===== src/rtl/i2c_seq_pkg.sv =====
// i2c_seq_pkg
//   Shared definitions for the I2C init sequencer: table entry opcodes, the
//   sequencer state encoding and helpers that derive the entry, register
//   address and data widths from the i2c_master byte counts.
package i2c_seq_pkg;

  // Opcode field, the two MSBs of every table entry. 2'b11 is reserved and is
  // decoded the same way as OP_END.
  localparam logic [1:0] OP_WRITE = 2'b00;
  localparam logic [1:0] OP_DELAY = 2'b01;
  localparam logic [1:0] OP_END   = 2'b10;

  typedef enum logic [3:0] {
    ST_IDLE,
    ST_FETCH,
    ST_DECODE,
    ST_HOLD,
    ST_ISSUE,
    ST_WAIT_DONE,
    ST_DELAY,
    ST_DONE,
    ST_ERROR
  } seq_state_t;

  // Entry = {op[1:0], reg_addr, data}
  function automatic int entry_width(input int nab, input int ndb);
    return 2 + 8 * nab + 8 * ndb;
  endfunction

  function automatic int raw_width(input int nab);
    return (nab < 1) ? 1 : 8 * nab;
  endfunction

  function automatic int dw_width(input int ndb);
    return 8 * ndb;
  endfunction

  function automatic int max_int(input int a, input int b);
    return (a > b) ? a : b;
  endfunction

endpackage


===== src/rtl/i2c_seq_delay_timer.sv =====
// i2c_seq_delay_timer
//   Loadable down-counter shared by the DELAY entries and the WAIT_DONE
//   timeout. Counting stops at zero.
// Ports
//   ifclk     in  clock
//   resetb    in  asynchronous active-low reset
//   load      in  load load_val (has priority over count)
//   load_val  in  CW-bit value to load
//   count     in  decrement by one when nonzero
//   zero      out counter currently holds zero
module i2c_seq_delay_timer #(
  parameter int CW = 16
) (
  input  logic          ifclk,
  input  logic          resetb,
  input  logic          load,
  input  logic [CW-1:0] load_val,
  input  logic          count,
  output logic          zero
);

  logic [CW-1:0] cnt_q;
  logic [CW-1:0] cnt_d;

  always_comb begin
    cnt_d = cnt_q;
    if (load) begin
      cnt_d = load_val;
    end else if (count && (cnt_q != '0)) begin
      cnt_d = cnt_q - CW'(1);
    end
  end

  always_ff @(posedge ifclk or negedge resetb) begin
    if (!resetb) begin
      cnt_q <= '0;
    end else begin
      cnt_q <= cnt_d;
    end
  end

  assign zero = (cnt_q == '0);

endmodule


===== src/rtl/i2c_init_sequencer.sv =====
// i2c_init_sequencer
//   Owns the i2c_master control port while a script of register writes and
//   delays (read from an external table) runs, retrying NACKed writes, and
//   hands the port back to the DI glue when the script ends or aborts.
//   NUM_ADDR_BYTES is expected to be at least 1.
// Ports
//   ifclk, resetb               clock, asynchronous active-low reset
//   start                       pulse: run script from entry 0 (ignored while running)
//   tbl_addr / tbl_data         table read port, one-cycle read latency
//   di_*                        DI glue requests toward the master
//   m_*  (out)                  controls to i2c_master
//   m_busy, m_done, m_status    i2c_master status; nonzero m_status = NACK
//   seq_active                  script running (DI must be held off)
//   seq_done / seq_error        sticky outcome of the last script
//   err_index / err_status      failing entry and its status (16'hFFFF = timeout)
module i2c_init_sequencer
  import i2c_seq_pkg::*;
#(
  parameter int NUM_ADDR_BYTES = 2,
  parameter int NUM_DATA_BYTES = 1,
  parameter int TBL_AW         = 8,
  parameter int MAX_RETRIES    = 3,
  parameter int DELAY_SHIFT    = 10,
  parameter int TIMEOUT_CYC    = 65535,
  parameter bit AUTO_START     = 1'b1,
  localparam int EW = entry_width(NUM_ADDR_BYTES, NUM_DATA_BYTES),
  localparam int RAW = raw_width(NUM_ADDR_BYTES),
  localparam int DW = dw_width(NUM_DATA_BYTES),
  localparam int SW = NUM_ADDR_BYTES + NUM_DATA_BYTES + 1
) (
  input  logic              ifclk,
  input  logic              resetb,
  input  logic              start,
  output logic [TBL_AW-1:0] tbl_addr,
  input  logic [EW-1:0]     tbl_data,
  input  logic              di_we,
  input  logic              di_re,
  input  logic              di_write_mode,
  input  logic              di_read_mode,
  input  logic [RAW-1:0]    di_reg_addr,
  input  logic [DW-1:0]     di_datai,
  output logic              m_we,
  output logic              m_re,
  output logic              m_write_mode,
  output logic              m_read_mode,
  output logic [RAW-1:0]    m_reg_addr,
  output logic [DW-1:0]     m_datai,
  input  logic              m_busy,
  input  logic              m_done,
  input  logic [SW-1:0]     m_status,
  output logic              seq_active,
  output logic              seq_done,
  output logic              seq_error,
  output logic [TBL_AW-1:0] err_index,
  output logic [15:0]       err_status
);

  // Timer must hold both the longest DELAY (max data << DELAY_SHIFT) and the timeout.
  localparam int CW = max_int(DW + DELAY_SHIFT, $clog2(TIMEOUT_CYC + 1));
  localparam logic [CW-1:0] TIMEOUT_VAL = CW'(TIMEOUT_CYC - 1);
  localparam seq_state_t RESET_STATE = AUTO_START ? ST_FETCH : ST_IDLE;

  seq_state_t        state_q, state_d;
  logic [TBL_AW-1:0] idx_q, idx_d;
  logic [3:0]        tries_q, tries_d;
  logic [RAW-1:0]    addr_q, addr_d;
  logic [DW-1:0]     data_q, data_d;
  logic              seq_active_q, seq_active_d;
  logic              seq_done_q, seq_done_d;
  logic              seq_error_q, seq_error_d;
  logic [TBL_AW-1:0] err_index_q, err_index_d;
  logic [15:0]       err_status_q, err_status_d;
  logic              start_pend_q, start_pend_d;

  logic [1:0]        entry_op;
  logic [RAW-1:0]    entry_addr;
  logic [DW-1:0]     entry_data;
  logic              last_entry;
  logic              issue_go;
  logic              tmr_load;
  logic [CW-1:0]     tmr_val;
  logic              tmr_count;
  logic              tmr_zero;

  assign entry_op   = tbl_data[EW-1 -: 2];
  assign entry_addr = tbl_data[DW +: RAW];
  assign entry_data = tbl_data[DW-1:0];
  assign last_entry = &idx_q;
  assign issue_go   = (state_q == ST_ISSUE);

  i2c_seq_delay_timer #(
    .CW(CW)
  ) u_timer (
    .ifclk   (ifclk),
    .resetb  (resetb),
    .load    (tmr_load),
    .load_val(tmr_val),
    .count   (tmr_count),
    .zero    (tmr_zero)
  );

  // Sequencer next-state logic. Finishing the last table slot acts as an
  // implicit END so the index never wraps back into entry 0.
  always_comb begin
    state_d      = state_q;
    idx_d        = idx_q;
    tries_d      = tries_q;
    addr_d       = addr_q;
    data_d       = data_q;
    seq_done_d   = seq_done_q;
    seq_error_d  = seq_error_q;
    err_index_d  = err_index_q;
    err_status_d = err_status_q;
    start_pend_d = start_pend_q;
    tmr_load     = 1'b0;
    tmr_val      = '0;
    tmr_count    = 1'b0;

    case (state_q)
      ST_IDLE, ST_DONE, ST_ERROR: begin
        if (start) begin
          seq_done_d   = 1'b0;
          seq_error_d  = 1'b0;
          err_index_d  = '0;
          err_status_d = '0;
          idx_d        = '0;
          tries_d      = '0;
        end
        // A start seen while a DI transfer is in flight waits for the master to go idle.
        if ((start || start_pend_q) && !m_busy) begin
          start_pend_d = 1'b0;
          state_d      = ST_FETCH;
        end else if (start) begin
          start_pend_d = 1'b1;
        end
      end

      ST_FETCH: begin
        state_d = ST_DECODE;
      end

      ST_DECODE: begin
        tries_d = '0;
        addr_d  = entry_addr;
        data_d  = entry_data;
        case (entry_op)
          OP_WRITE: begin
            state_d = ST_HOLD;
          end
          OP_DELAY: begin
            if (entry_data == '0) begin
              if (last_entry) begin
                state_d    = ST_DONE;
                seq_done_d = 1'b1;
              end else begin
                idx_d   = idx_q + TBL_AW'(1);
                state_d = ST_FETCH;
              end
            end else begin
              // Timer runs to zero from N-1, giving exactly N cycles in ST_DELAY.
              tmr_load = 1'b1;
              tmr_val  = (CW'(entry_data) << DELAY_SHIFT) - CW'(1);
              state_d  = ST_DELAY;
            end
          end
          OP_END: begin
            state_d    = ST_DONE;
            seq_done_d = 1'b1;
          end
          default: begin
            state_d    = ST_DONE;
            seq_done_d = 1'b1;
          end
        endcase
      end

      ST_HOLD: begin
        if (!m_busy) begin
          state_d = ST_ISSUE;
        end
      end

      ST_ISSUE: begin
        tmr_load = 1'b1;
        tmr_val  = TIMEOUT_VAL;
        state_d  = ST_WAIT_DONE;
      end

      ST_WAIT_DONE: begin
        tmr_count = 1'b1;
        if (m_done) begin
          if (m_status == '0) begin
            if (last_entry) begin
              state_d    = ST_DONE;
              seq_done_d = 1'b1;
            end else begin
              idx_d   = idx_q + TBL_AW'(1);
              state_d = ST_FETCH;
            end
          end else if (tries_q < 4'(MAX_RETRIES)) begin
            tries_d = tries_q + 4'd1;
            state_d = ST_HOLD;
          end else begin
            state_d      = ST_ERROR;
            seq_error_d  = 1'b1;
            err_index_d  = idx_q;
            err_status_d = 16'(m_status);
          end
        end else if (tmr_zero) begin
          state_d      = ST_ERROR;
          seq_error_d  = 1'b1;
          err_index_d  = idx_q;
          err_status_d = 16'hFFFF;
        end
      end

      ST_DELAY: begin
        tmr_count = 1'b1;
        if (tmr_zero) begin
          if (last_entry) begin
            state_d    = ST_DONE;
            seq_done_d = 1'b1;
          end else begin
            idx_d   = idx_q + TBL_AW'(1);
            state_d = ST_FETCH;
          end
        end
      end

      default: begin
        state_d = ST_IDLE;
      end
    endcase

    // Registered so it is low in reset even when AUTO_START resets into ST_FETCH.
    seq_active_d = state_d inside {ST_FETCH, ST_DECODE, ST_HOLD, ST_ISSUE,
                                   ST_WAIT_DONE, ST_DELAY};
  end

  always_ff @(posedge ifclk or negedge resetb) begin
    if (!resetb) begin
      state_q      <= RESET_STATE;
      idx_q        <= '0;
      tries_q      <= '0;
      addr_q       <= '0;
      data_q       <= '0;
      seq_active_q <= 1'b0;
      seq_done_q   <= 1'b0;
      seq_error_q  <= 1'b0;
      err_index_q  <= '0;
      err_status_q <= '0;
      start_pend_q <= 1'b0;
    end else begin
      state_q      <= state_d;
      idx_q        <= idx_d;
      tries_q      <= tries_d;
      addr_q       <= addr_d;
      data_q       <= data_d;
      seq_active_q <= seq_active_d;
      seq_done_q   <= seq_done_d;
      seq_error_q  <= seq_error_d;
      err_index_q  <= err_index_d;
      err_status_q <= err_status_d;
      start_pend_q <= start_pend_d;
    end
  end

  // Master port mux: DI passes straight through when no script owns the master.
  always_comb begin
    if (seq_active_q) begin
      m_we         = issue_go;
      m_write_mode = issue_go;
      m_re         = 1'b0;
      m_read_mode  = 1'b0;
      m_reg_addr   = addr_q;
      m_datai      = data_q;
    end else begin
      m_we         = di_we;
      m_write_mode = di_write_mode;
      m_re         = di_re;
      m_read_mode  = di_read_mode;
      m_reg_addr   = di_reg_addr;
      m_datai      = di_datai;
    end
  end

  assign tbl_addr   = idx_q;
  assign seq_active = seq_active_q;
  assign seq_done   = seq_done_q;
  assign seq_error  = seq_error_q;
  assign err_index  = err_index_q;
  assign err_status = err_status_q;

endmodule

===== config.mk =====
export PLATFORM = sky130hd
export DESIGN_NAME = i2c_init_sequencer
export DESIGN_NICKNAME = d
export VERILOG_FILES = /design/src/rtl/i2c_seq_pkg.sv /design/src/rtl/i2c_seq_delay_timer.sv /design/src/rtl/i2c_init_sequencer.sv
export SDC_FILE = /design/constraint.sdc
export NUM_CORES = 1
export LEC_CHECK = 0
export CAP_MARGIN = 15
export CORE_ASPECT_RATIO = 1.4
export CORE_MARGIN = 5
export CORE_UTILIZATION = 40
export CTS_BUF_LIST = sky130_fd_sc_hd__clkbuf_8 sky130_fd_sc_hd__clkbuf_16
export DETAILED_ROUTE_END_ITERATION = 7
export PLACE_DENSITY = 0.8
export RECOVER_POWER = 25
export SLEW_MARGIN = 25
export SYNTH_ARGS = -nofsm -noshare
export SYNTH_HDL_FRONTEND = slang
export SYNTH_SLANG_ARGS = --single-unit

===== constraint.sdc =====
create_clock -name ifclk -period 2.09 [get_ports ifclk]
set_clock_uncertainty 0.05 [all_clocks]
set_input_delay 0.209 -clock ifclk [delete_from_list [all_inputs] [get_ports ifclk]]
set_output_delay 0.209 -clock ifclk [all_outputs]
set_load 0.01 [all_outputs]

==> impl_metrics.py <==
metrics = {
    "logic_synthesis": {
        "synth_edf_count": 0,
        "synthXorXnorAreaFrac": 0.0389,
        "ys_seq_area_frac": 0.440,
        "ys_warn_count": 0,
        "synthesis.area_mm2": 0.00427,
        "synth_seq_cells": 75,
        "synthSimpleGateAreaFrac": 0.258,
        "synth_adder_area_share": 0.0117,
        "syn-num-nets": 551,
        "synthMuxAreaShare": 0.0682,
        "syn_inst": 484,
        "synth_most_common_cell": "nand2_1",
        "synthArstFlopShare": 1.00,
        "synth_top_flop_cell": "dfrtp_1",
        "synth_area_leaders": "dfrtp_1 43%, nand2_1 8.7%, mux2_2 6.6%, o21ai_0 4.1%, nand3_1 2.6%",
        "synth_top_cell_area_share": 0.433,
        "synthTopCellsByCount": "99 x nand2_1, 74 x dfrtp_1, 35 x o21ai_0",
        "synth_top_area_cell": "dfrtp_1",
        "synth.avg_cell_area_um2": 8.83,
        "ys_types": 55,
        "synth_top_family_by_area": "simple AND/OR/NAND/NOR gates",
        "synth-compound-area-share": 0.132,
    },
    "place": {
        "globalplace.congestion": 0.919,
        "place_inst": 785,
        "dp_worst_setup_slack_ps": -518,
        "dp_hpwl_um": 9350,
        "postPlaceCellArea_mm2": 0.00608,
        "port_buffers": 125,
    },
    "sta": {
        "hold_viol": 0,
        "slew_violations": 0,
        "setup_viol": 1,
        "relSlewSlack": 0.483,
        "setup_tns_ps": -0.0824,
        "clock.fmax_mhz": 478,
        "tightest_slew_ps": 775,
        "fin_crit_ps": 2090,
        "setup_slack_ps": -0.0824,
        "rsz0062_at_grt": "yes",
        "finalCritPeriodShare": 1.00,
    },
    "finish": {
        "design_area_mm2": 0.00657,
        "drive_gt1_frac": 0.236,
        "fill_cells": 815,
        "postLayoutCoreUtil": 0.631,
        "syn2layout_area_growth_pct": 53.8,
        "fin_nets": 736,
        "diodes": 0,
        "instances_no_fill": 812,
    },
    "clock_network": {
        "cts_root_buf": "clkbuf_16",
        "clockBufferDepth": 2,
        "clk_latency_ps": 340,
        "cts_tree": "done",
        "h-tree-depth": 3,
        "cts_inserted_buffers": 9,
        "clkSlewWorstSetupHoldPaths_ps": 60,
        "cts_sinks": 75,
    },
    "run_status": {
        "violations": "setup timing",
        "outcome": "complete, but fails checks",
    },
    "floorplan": {
        "dieArea_mm2": 0.0129,
        "initial_core_util": 0.411,
        "row_count": 44,
        "pin_count": 126,
        "die-width_um": 97.4,
        "core_area_mm2": 0.0104,
        "fp.dieH_um": 132,
    },
    "critical_path": {
        "r2r_cells": 7,
        "crit_arrival_ps": 2290,
        "critPathMaxFanout": 7,
        "worstPathRequired_ps": 2290,
        "end_kind": "register",
        "start_kind": "register",
        "path_class": "register to register",
    },
    "grt": {
        "grt_pass1_vias": 4548,
        "antenna_found_initial": 0,
        "grt_pass1_wl_um": 20800,
        "gr-total-overflow": 0,
        "grt_use_total": 0.193,
        "grt_start_max_net_pins": 46,
    },
    "power_and_ir_drop": {
        "irDropWorstVdd_uv": 822,
        "power_density_mw_per_mm2": 1280,
        "p_leak_nw": 2.77,
    },
    "min_path": {
        "holdCritPathClass": "input pin to register",
        "min_delay_path_depth": 3,
    },
    "detailed_routing": {
        "ant_nets": 0,
        "remaining_drc_errors": 0,
        "first_iter_violations": 204,
        "avgViaCountPerCell": 5.23,
        "wire_per_inst_um": 15.5,
        "drt_first_pass_iters": 5,
        "vias": 4243,
        "drt-total-wl_um": 12500,
    },
    "flow_run": {
        "max-cap-violations": 0,
    },
}
-- layer usage --
layer  vias to the layer above  GRT usage  wire length [um]  share of wire
li1                       2045          -                 -              -
met1                      1998      0.210              4820           0.38
met2                       165      0.358              6540           0.52
met3                        35     0.0487               860          0.069
met4                         0     0.0716               332          0.026
met5                         -          0                 0              0
-- power by group --
part           switching (mW)  total (mW)  internal [mW]
logic                    2.15        4.52           2.37
registers               0.358        2.31           1.96
clock network           0.656        1.60          0.943
-- stage by stage --
stage / power, mW / hold WS [ps]
finish: 8.43 / 259
global route: 9.02 / 304
CTS: 8.38 / 262
detailed placement: 6.57 / 122
global placement: 6.43 / 110
floorplan: 4.63 / -137
-- worst paths after layout --
path / startpoint / end / slack [ps]
max in group asynchronous: resetb / err_index[5]$_DFFE_PN0P_ / 390
setup / recovery: state_q[0]$_DFF_PN1_ / tbl_addr[4]$_DFFE_PN0P_ / -0.08
hold / removal: tbl_data[0] / data_q[0]$_DFFE_PN0P_ / 260
setup reg to reg: state_q[0]$_DFF_PN1_ / tbl_addr[4]$_DFFE_PN0P_ / -0.08
hold reg to reg: addr_q[5]$_DFFE_PN0P_ / addr_q[5]$_DFFE_PN0P_ / 430
min in group asynchronous: resetb / u_timer.cnt_q[11]$_DFFE_PN0P_ / 420
-- cell type report --
class / instances / area, um2 / area share
clock inverters: 7 / 82.6 / 0.0126
clock buffers: 9 / 225 / 0.0343
repair buffers: 204 / 1850 / 0.281
well taps: 138 / 173 / 0.0263
multi-input cells: 363 / 2300 / 0.351
flip-flops and latches: 75 / 1880 / 0.286
inverters: 16 / 60.1 / 0.00914
-- sequential cells by signal (all words and copies together), names as in the netlist, 4 cells and up --
signal and flops:
addr_q 16, data_q 8, err_index 8, err_status 5
state_q 4, tbl_addr 8, tries_q 4, u_timer.cnt_q 18
-- critical path: stages, from the launching register on --
cell      delay (ps)
dfstp_2          610
buf_6            140
and4b_1          220
o21ai_2           80
a21oi_2          200
and2_4           170
o211ai_1         240
o31ai_1          280
-- cell usage in the layout (no fill, tap or decap), types with 7 or more instances in the layout --
cell type / synthesis / layout
nor3_1: 14 / 11
clkbuf_16: 0 / 9
buf_4: 12 / 73
o21ai_0: 35 / 31
nor2_1: 23 / 23
a21oi_1: 17 / 14
xnor2_1: 8 / 8
inv_1: 16 / 16
clkdlybuf4s50_1: 0 / 120
nand2b_1: 8 / 7
dfrtp_1: 74 / 74
nand3_1: 22 / 21
nor2b_1: 12 / 10
xor2_1: 11 / 10
nand2_1: 99 / 99
mux2_2: 25 / 25
-- cell families after synthesis --
family,count (synthesis)
adder cells (fa/ha/maj),4
buffers and inverters,46
AND/OR/NAND/NOR,221
XOR/XNOR,19
AO/OA/AOI/OAI,93
flip-flops,75
multiplexers,26
-- what timing repair did --
| item | in CTS | in global routing |
|---|---|---|
| pin swaps | 12 | 11 |
| setup buffers | 5 | 4 |
| gates cloned | 0 | 1 |
| resized for setup | 27 | 18 |
| hold endpoints to repair | 30 | 0 |
| endpoints found under the setup margin | 26 | 40 |
| hold buffers | 1 | 0 |
Power figures use the tool's default switching activity.
